$ cat src/rtl/dcache_wb_param.sv
// Direct-mapped, write-back, write-allocate data cache between the CPU word port and block-wide memory.
// Hits complete with zero stall; misses stall the CPU through write-back, refill and line update.
module dcache_wb_param #(
  parameter  int ADDR_W    = 8,
  parameter  int DATA_W    = 8,
  parameter  int WPB       = 4,
  parameter  int NUM_LINES = 8,
  localparam int OFF_W     = $clog2(WPB),
  localparam int IDX_W     = $clog2(NUM_LINES),
  localparam int TAG_W     = ADDR_W - IDX_W - OFF_W
) (
  input  logic                    CLK,
  input  logic                    RESET,
  input  logic                    cpu_read,
  input  logic                    cpu_write,
  input  logic [ADDR_W-1:0]       cpu_addr,
  input  logic [DATA_W-1:0]       cpu_wdata,
  output logic [DATA_W-1:0]       cpu_rdata,
  output logic                    cpu_busywait,
  output logic                    mem_read,
  output logic                    mem_write,
  output logic [ADDR_W-OFF_W-1:0] mem_addr,
  output logic [DATA_W*WPB-1:0]   mem_wdata,
  input  logic [DATA_W*WPB-1:0]   mem_rdata,
  input  logic                    mem_busywait
);

  typedef enum logic [1:0] {IDLE, WRITEBACK, ALLOCATE, UPDATE} state_t;

  state_t                        r_state;
  logic [WPB-1:0][DATA_W-1:0]    r_data [NUM_LINES];
  logic [TAG_W-1:0]              r_tag  [NUM_LINES];
  logic [NUM_LINES-1:0]          r_valid;
  logic [NUM_LINES-1:0]          r_dirty;
  logic                          r_issued;
  logic [WPB-1:0][DATA_W-1:0]    r_fill;

  logic [OFF_W-1:0]              w_off;
  logic [IDX_W-1:0]              w_idx;
  logic [TAG_W-1:0]              w_tag;
  logic                          w_req;
  logic                          w_hit;
  logic                          w_idle_hit;

  always_comb begin
    w_off        = cpu_addr[OFF_W-1:0];
    w_idx        = cpu_addr[OFF_W +: IDX_W];
    w_tag        = cpu_addr[ADDR_W-1 -: TAG_W];
    w_req        = cpu_read | cpu_write;
    w_hit        = r_valid[w_idx] && (r_tag[w_idx] == w_tag);
    w_idle_hit   = (r_state == IDLE) && w_hit;
    cpu_busywait = w_req && !w_idle_hit;
    // A simultaneous read+write is a write, so no read data is returned for it
    cpu_rdata    = '0;
    if (w_idle_hit && cpu_read && !cpu_write)
      cpu_rdata = r_data[w_idx][w_off];
  end

  always_ff @(posedge CLK) begin
    if (RESET) begin
      r_state   <= IDLE;
      r_valid   <= '0;
      r_dirty   <= '0;
      r_issued  <= 1'b0;
      mem_read  <= 1'b0;
      mem_write <= 1'b0;
      mem_addr  <= '0;
      mem_wdata <= '0;
    end else begin
      case (r_state)
        IDLE: begin
          if (w_req) begin
            if (w_hit) begin
              if (cpu_write) begin
                r_data[w_idx][w_off] <= cpu_wdata;
                r_dirty[w_idx]       <= 1'b1;
              end
            end else if (r_valid[w_idx] && r_dirty[w_idx]) begin
              r_state   <= WRITEBACK;
              mem_write <= 1'b1;
              mem_addr  <= {r_tag[w_idx], w_idx};
              mem_wdata <= r_data[w_idx];
            end else begin
              r_state  <= ALLOCATE;
              mem_read <= 1'b1;
              mem_addr <= {w_tag, w_idx};
            end
          end
        end
        // The first edge in a memory state only marks the request issued; completion
        // is recognised from the second edge on, once memory is no longer busy.
        WRITEBACK: begin
          if (!r_issued) begin
            r_issued <= 1'b1;
          end else if (!mem_busywait) begin
            r_issued  <= 1'b0;
            mem_write <= 1'b0;
            mem_read  <= 1'b1;
            mem_addr  <= {w_tag, w_idx};
            r_state   <= ALLOCATE;
          end
        end
        ALLOCATE: begin
          if (!r_issued) begin
            r_issued <= 1'b1;
          end else if (!mem_busywait) begin
            r_issued <= 1'b0;
            mem_read <= 1'b0;
            r_fill   <= mem_rdata;
            r_state  <= UPDATE;
          end
        end
        UPDATE: begin
          r_data[w_idx]  <= r_fill;
          r_tag[w_idx]   <= w_tag;
          r_valid[w_idx] <= 1'b1;
          r_dirty[w_idx] <= 1'b0;
          r_state        <= IDLE;
        end
        default: r_state <= IDLE;
      endcase
    end
  end

endmodule
$ cat config.mk
export PLATFORM = sky130hd
export DESIGN_NAME = dcache_wb_param
export DESIGN_NICKNAME = d
export VERILOG_FILES = /design/src/rtl/dcache_wb_param.sv
export SDC_FILE = /design/constraint.sdc
export NUM_CORES = 1
export LEC_CHECK = 0
export ABC_AREA = 1
export BUFFER_PORTS_ARGS = -buffer_cell sky130_fd_sc_hd__buf_2
export CAP_MARGIN = 25
export CORE_UTILIZATION = 30
export CTS_CLUSTER_DIAMETER = 40
export DETAILED_ROUTE_END_ITERATION = 8
export GPL_ROUTABILITY_DRIVEN = 0
export PLACE_DENSITY = 0.55
export REMOVE_ABC_BUFFERS = 1
export SLEW_MARGIN = 20
export SYNTH_ARGS = -nofsm -noshare
export SYNTH_HDL_FRONTEND = slang
export SYNTH_SLANG_ARGS = --single-unit
$ cat constraint.sdc
create_clock -name CLK -period 5 [get_ports CLK]
set_input_delay 1.25 -clock CLK [delete_from_list [all_inputs] [get_ports CLK]]
set_output_delay 1.25 -clock CLK [all_outputs]
set_load 0.005 [all_outputs]
## Word-level counts from Yosys, hierarchy flattened

Memories as Yosys holds them, arrays and structs flattened.
Cells that the tools add are included.

- Bits in writable memories: 280
- Register bits: 91
- Output and inout bits: 49
- Memories: 2

Memory list:

| name | words | bits a word | rd ports | clocked after memory_dff | wr ports | line | text |
|---|---|---|---|---|---|---|---|
| r_data | 8 | 32 | 1 | 0 | 1 | 31 | `logic [WPB-1:0][DATA_W-1:0] r_data [NUM_LINES];` |
| r_tag | 8 | 3 | 1 | 0 | 1 | 32 | `logic [TAG_W-1:0] r_tag [NUM_LINES];` |

- Equal/unequal tests: 14
- Order comparisons: 4
- Multiplexer cells: 84
- Bitwise gates (word level): 40
- Reduce and logical (&&, ||, !) cells: 22

Operators with widths:

| operator | count |
|---|---|
| 1-bit two-way mux | 55 |
| 8-bit two-way mux | 6 |
| 1-bit OR | 33 |
| 32-bit two-way mux | 1 |
| 6-bit two-way mux | 5 |
| 2-bit inequality test (second input constant) | 9 |
| 8-bit binary-select mux with 2-bit select | 1 |
| 8-bit demux with 2-bit select | 1 |
| 8-bit OR | 2 |
| 8-bit case mux with 2 select lines | 1 |
| 2-bit two-way mux | 7 |
| 6-bit case mux with 2 select lines | 1 |
| 4-bit AND reduction | 3 |
| 6-bit AND reduction | 2 |
| 8-bit bitwise AND | 1 |
| 1-bit logical AND | 8 |
| 8-bit NOT | 1 |
| 2-bit case mux with 4 select lines | 1 |
| 8-bit AND reduction | 1 |
| 1-bit binary-select mux with 3-bit select | 2 |
| 5-bit AND reduction | 1 |
| 2-bit equality test (second input constant) | 2 |
| 3-bit by 4-bit less-than comparator with 1-bit output (second input constant) | 1 |
| 2-bit nonzero test | 2 |
| other kinds (14) | 17 |

## Longest topological paths before layout

Gate-level depths: netlist of run 1.

- Word-level depth: 9
- Depth in mapped cells: 18
- Gate-level depth less buffers: 16

## Worst setup path before layout of run 1

Ideal clock, no wire load.

- Path type: in2reg
- Start point: input RESET
- End point: register r_fill[0] (netlist name), enable pin
- Buffers on the path: 1
- Stages on the path: 2
- Data required time: 4.539 ns
- Path slack: 0.834 ns
- Data arrival time: 3.705 ns
- Path through: clkbuf_1 -> nor3_1

- Word-level cells in the longest chain between the ends: 2

Ends and longest elaborated chain:

| what | line | text |
|---|---|---|
| start: declaration | 13 | `input logic RESET,` |
| 1-bit NOT (no source line) | - |  |
| 4-bit AND reduction (no source line) | - |  |
| end signal: assignment | 109 | `r_fill <= mem_rdata;` |
| end: declaration | 36 | `logic [WPB-1:0][DATA_W-1:0] r_fill;` |

No other way between the ends.
A chain may end at the register's enable or synchronous reset.

## Worst setup path in the final report of run 1

- Start point: input cpu_addr[3]
- End point: output cpu_rdata[3]

- Word-level cells in the longest chain between the ends: 7
- Elaborated cells on any way between the ends: 12
- Those cells by class: eq/ne: 1; mux: 5; reduce/logical: 4; memory: 2

Ends and longest elaborated chain:

| what | line | text |
|---|---|---|
| start: declaration | 16 | `input logic [ADDR_W-1:0] cpu_addr,` |
| memory 8 x 3 bit / 1-bit binary-select mux with 3-bit select (equally long branches) | - |  |
| 3-bit equality test / 1-bit two-way mux (equally long branches) | 50 | `w_hit = r_valid[w_idx] && (r_tag[w_idx] == w_tag);` |
| 1-bit logical AND | 50 |  |
| 1-bit logical AND | 51 | `w_idle_hit = (r_state == IDLE) && w_hit;` |
| 1-bit logical AND (2 in series) | 55 | `if (w_idle_hit && cpu_read && !cpu_write)` |
| 8-bit two-way mux * | 55 |  |
| end: declaration | 18 | `output logic [DATA_W-1:0] cpu_rdata,` |

Mark *: on every way between the ends. The rest lies on a longest branch, timed or not. The select of a mux whose other input is x is not followed.

==> results of run 1 <==
==> final timing paths <==
check	startpoint	endpoint	slack (ns)	cells past startpoint
max	cpu_addr[3]	cpu_rdata[3]	0.26	15
min	mem_addr[4]$_SDFFE_PP0P_	mem_addr[4]$_SDFFE_PP0P_	0.47	2
max reg2reg	r_state[1]$_SDFFE_PP0P_	r_data[5][18]$_DFFE_PP_	2.07	5
min reg2reg	mem_addr[4]$_SDFFE_PP0P_	mem_addr[4]$_SDFFE_PP0P_	0.47	2
==> layout by cell type, fill, tap and decap left out, types with 43 or more instances in the layout <==
master	netlist	routed
a21oi_1	54	54
o21ai_0	48	48
edfxtp_1	312	312
inv_1	62	61
nand2_1	293	292
buf_2	17	100
nor2_1	124	121
dfxtp_1	59	59
buf_4	5	50
clkbuf_16	0	51
nand3_1	43	43
==> registers in the layout (all words and copies together) (netlist names), named ones only <==
register	flops
r_issued	1
r_data	256
mem_write	1
mem_read	1
mem_wdata	32
r_state	2
r_fill	32
r_valid	8
r_tag	24
mem_addr	6
==> worst max-delay path, cell delays in order <==
cell and delay [ns]:
buf_2 0.26, inv_2 0.17, nor2_1 0.17, nand2_1 0.11
inv_2 0.25, buf_12 0.22, nand2_1 0.07, nand2_1 0.06
a221oi_1 0.05, nand4_1 0.14, nand2_1 0.07, nand2_1 0.14
nor2_1 0.07, nor2_1 0.26, buf_2 0.19
==> layout make-up <==
class | instances | area [um^2] | area share
sequential | 371 | 10600 | 0.584
clock inverter | 34 | 435 | 0.0241
tap | 615 | 769 | 0.0426
clock buffer | 62 | 1340 | 0.0741
inverter | 74 | 278 | 0.0154
timing repair buffer | 160 | 1060 | 0.0589
multi-input combinational | 727 | 3630 | 0.201
==> metal layers <==
| layer | part of all wire | global-route usage | vias up |
|---|---|---|---|
| met5 | 0 | 0 | - |
| met4 | 0.032 | 0.0711 | 0 |
| met3 | 0.060 | 0.0311 | 72 |
| met2 | 0.48 | 0.283 | 296 |
| met1 | 0.43 | 0.221 | 4847 |
| li1 | - | - | 4739 |
==> kinds of logic after synthesis <==
kind of cell | count (synthesis) | share of synthesized area
AOI/OAI and AO/OA | 206 | 0.0906
buffers and inverters | 135 | 0.0372
DFF | 371 | 0.718
and+or+nand+nor | 516 | 0.150
adders and majority gates | 5 | 0.00426
==> timing repair <==
item	CTS	global route
endpoints found under the setup margin	0	1
setup buffers	0	0
gates resized for setup	0	1
==> power breakdown <==
part,internal [mW],switching [mW],total [mW]
Combinational,0.200,0.550,0.750
Clock,2.22,1.46,3.68
Sequential,3.47,0.0322,3.51
Total,5.90,2.04,7.94
==> metrics.txt, run 1 <==
Ant. Diodes=0; clk slew on worst S/H paths=0.05 ns; H-tree levels=2; vias in the first global route=10100; DR WL/cell=20.8 um; Tmin final=4.74 ns; insertion delay to the later sink of the worst-skew pair=0.61 ns; Initial Utilization=0.306; TritonRoute pass-1 iters=5; Cells after DPL=1947; Worst Skew=0.0338 ns; I/O pin cnt=102; die area=49900 um^2; kind of critical path=in2out; peak supply drop=0.241 mV; Setup crit start kind=input port; Synth Register Bits=371; core area=48000 um^2; synth unique cells=33; Worst-Margin Slew=1.04 ns; Nets=1443; gr usage total=0.171; area share of the largest cell type after synthesis=0.637; share of cells above drive strength 1=0.193; DP Area=16300 um^2; max-cap viol count=0; dominant cells by area after synthesis=edfxtp_1 64%, dfxtp_1 8.0%, nand2_1 7.5%, nor2_1 3.2%, a22oi_1 2.1%; non-filler cells, final=2043; Layout area overhead=22.9%; TritonCTS clock tree=built; asr flop ratio synth=0; final instance area=18100 um^2; synthesized instance count=1233; Clock Path Buffers=3; EDFF count, synth=312; Die Y=223 um; Final WS setup=0.256 ns; hold buffers post-CTS=0; Post-Syn Area per Cell=11.9 um^2; DP Worst Slack=0.233 ns; Crit Path Max Fanout=18; vias per cell=4.87; arrival time worst endpoint=3.49 ns; Core Util, Final=0.376; Synth Flop Type=edfxtp_1; initial antenna violation count=0; Core Rows=80; Die X-Extent=223 um; worst hold path type=reg2reg; CTS Sinks=371; RSZ-0062 raised after global routing=no; Final ANT Viol Nets=0; # DRC=0; CTS buffer count=51; Post-Syn Area=14700 um^2; PortBufs=101; root buf cell=clkbuf_16; setup violators final=0; largest net degree at the start of global routing=87; Worst Hold Slack=0.470 ns; GRT overflow=0; total power=7.94 mW; sequential share of the synthesized area=0.718; Max-slew headroom=0.303; status=complete, no violations; final setup TNS=0 ns; Worst Path Required=3.75 ns; DR iter-0 viols=718; final WL=42500 um; max-slew violations=0; Filler Cells Inserted=4687; CP endpoint kind=primary output; commonest cells in the netlist=312 x edfxtp_1, 293 x nand2_1, 124 x nor2_1, 62 x inv_1, 59 x dfxtp_1; P per Cell Area=439 nW/um^2; final hold violation count=0; synthesis warning total=0; Yosys top cell by area=edfxtp_1; LEAKAGE=6.60 nW; crit share post-route=0.949; Vias=9954; global-route wire length before repair=63000 um; FMAX=211 MHz; most frequent cell after synthesis=edfxtp_1; DP Wirelength=26700 um
Note: power is estimated with default switching activity, not from simulation.
==> inputs of run 2 (changes only) <==
PLACE_DENSITY = 0.57   (was 0.55)
clock period = 4.1 ns   (was 5 ns; I/O delays follow)
==> run 2 against run 1 <==
Net effect:
- die area unchanged
- clock skew decreased by 0.017 ns
- wire length decreased by 0.42%
- global-route usage decreased by 0.065 points
- clock power increased by 10%
- register-to-register slack got worse by 0.49 ns
- clock-buffer cell count decreased by 1
- cell count increased by 1.2%
- via count increased by 2.2%
- largest cell class unchanged
==> metrics.txt, run 2 (synthesized netlist as in run 1, its figures left out) <==
hold buffers post-CTS=0 (unchanged); Layout area overhead=23.3%; CP endpoint kind=primary output; RSZ-0062 raised after global routing=no; Final ANT Viol Nets=0 (unchanged); H-tree levels=2 (unchanged); Final WS setup=0.0554 ns (-0.201 ns); Worst-Margin Slew=0.610 ns (-0.435 ns); Clock Path Buffers=3 (unchanged); Setup crit start kind=input port; Vias=10200 (+2.2%); crit share post-route=0.986; clk slew on worst S/H paths=0.05 ns (about the same); PortBufs=101 (unchanged); Core Util, Final=0.377 (+0.00122); Clk pwr share=0.437 (-0.027); Core Rows=80 (unchanged); max reg flops=256 (unchanged); FMAX=247 MHz; # DRC=0 (unchanged); DP Worst Slack=-0.220 ns (-0.453 ns); vias in the first global route=10200 (+0.87%); DR WL/cell=20.5 um (-1.6%); peak supply drop=0.248 mV (+2.7%); global-route wire length before repair=63100 um (+0.18%); setup violators final=0 (unchanged); max-cap viol count=0 (unchanged); GRT overflow=0 (unchanged); Die X-Extent=223 um (unchanged); Crit Path Max Fanout=12 (-6); kind of critical path=in2out; register with the most flip-flops=r_data; root buf cell=clkbuf_16; arrival time worst endpoint=3.02 ns (-0.47 ns); Nets=1469 (+1.8%); Worst Skew=0.0166 ns (-0.0171 ns); Filler Cells Inserted=4649 (-0.81%); DP Area=16500 um^2 (+1.3%); Die Y=223 um (unchanged); gr usage total=0.171 (-0.000647); CTS Sinks=371 (unchanged); Initial Utilization=0.306 (unchanged); Pint=6.87 mW (+16%); initial antenna violation count=1 (+1); Regs by FF count=r_data (256), mem_wdata (32), r_fill (32); Max-slew headroom=0.592 (+0.289); net switching power=2.40 mW (+18%); insertion delay to the later sink of the worst-skew pair=0.58 ns (-0.03 ns); final hold violation count=0 (unchanged); worst hold path type=reg2reg; P per Cell Area=512 nW/um^2 (+16%); Worst Path Required=3.07 ns (-0.68 ns); LEAKAGE=6.70 nW (+1.5%); combinational share of power=0.101 (+0.007); DP Wirelength=28000 um (+4.7%); largest net degree at the start of global routing=51 (-41%); final instance area=18100 um^2 (+0.33%); max-slew violations=0 (unchanged); Net Sw Frac=0.259 (+0.00196); Flop pwr share=0.461 (+0.019); I/O pin cnt=102 (unchanged); commonest non-fill, non-tap cells in the layout=312 x edfxtp_1, 292 x nand2_1, 119 x nor2_1; TritonRoute pass-1 iters=5 (unchanged); commonest non-fill, non-tap cell in the layout=edfxtp_1; die area=49900 um^2 (unchanged); share of cells above drive strength 1=0.207 (+0.0149); core area=48000 um^2 (unchanged); Tmin final=4.04 ns; DR iter-0 viols=837 (+17%); status=complete, no violations; TritonCTS clock tree=built; final WL=42400 um (-0.42%); vias per cell=4.92 (+1.0%); CTS buffer count=48 (-5.9%)
-- run 2: final cells by class --
type | instances | area [um^2] | area share
multi-input combinational | 727 | 3660 | 0.202
clock buffer | 61 | 1300 | 0.0719
inverter | 74 | 283 | 0.0156
timing repair buffer | 189 | 1300 | 0.0715
tap | 615 | 769 | 0.0425
sequential | 371 | 10600 | 0.582
clock inverter | 29 | 259 | 0.0143
antenna | 1 | 2.50 | 0.000138
-- run 2: worst paths after layout --
kind	from	to	slack [ns]	cells after the start
worst max-delay path	cpu_addr[3]	cpu_rdata[3]	0.06	13
worst min register to register	mem_addr[5]$_SDFFE_PP0P_	mem_addr[5]$_SDFFE_PP0P_	0.47	2
worst max register to register	r_valid[2]$_SDFFE_PP0P_	r_data[0][20]$_DFFE_PP_	1.58	14
worst min-delay path	mem_addr[5]$_SDFFE_PP0P_	mem_addr[5]$_SDFFE_PP0P_	0.47	2
-- run 2: repair_timing --
item,in CTS,in global routing
buffers inserted,2,0
endpoints found under the hold margin,0,0
resized for setup,4,7
endpoints found under the setup margin,1,7
pin swaps,2,0
-- run 2: power by group through the flow --
stage          combinational (mW)  clock (mW)  sequential, mW
6_report                    0.938        4.05            4.28
3_3_place_gp                0.929           0            4.35
2_1_floorplan               0.533           0            4.35
3_5_place_dp                0.936           0            4.36
5_1_grt                      1.04        4.26            4.29
4_1_cts                     0.943        4.12            4.28
-- run 2: worst max-delay path, cell delays in order --
cell     delay [ns]
buf_2          0.19
nor2_2         0.10
nand2_1        0.12
inv_2          0.08
buf_4          0.21
a22o_1         0.22
a21oi_1        0.15
nand4_1        0.18
nand2_1        0.14
nand2_1        0.18
nor2_4         0.21
nor2_1         0.07
buf_2          0.13
-- run 2: metrics by stage --
stage / TNS, ns / instances / hold slack [ns] / total power [mW]
3_5_place_dp: -0.220 / 1974 / 0.452 / 5.29
5_1_grt: 0 / 2067 / 0.488 / 9.58
2_1_floorplan: -182.41 / 1172 / 0.428 / 4.88
6_report: 0 / 2067 / 0.470 / 9.27
3_3_place_gp: -0.213 / 1974 / 0.449 / 5.28
4_1_cts: 0 / 2066 / 0.468 / 9.34
-- run 2: metal layers --
layer	global-route usage	vias to the layer above	part of all wire
met3	0.0269	81	0.064
met4	0.0758	0	0.036
li1	-	4786	-
met1	0.214	4957	0.41
met2	0.289	352	0.49
met5	0	-	0
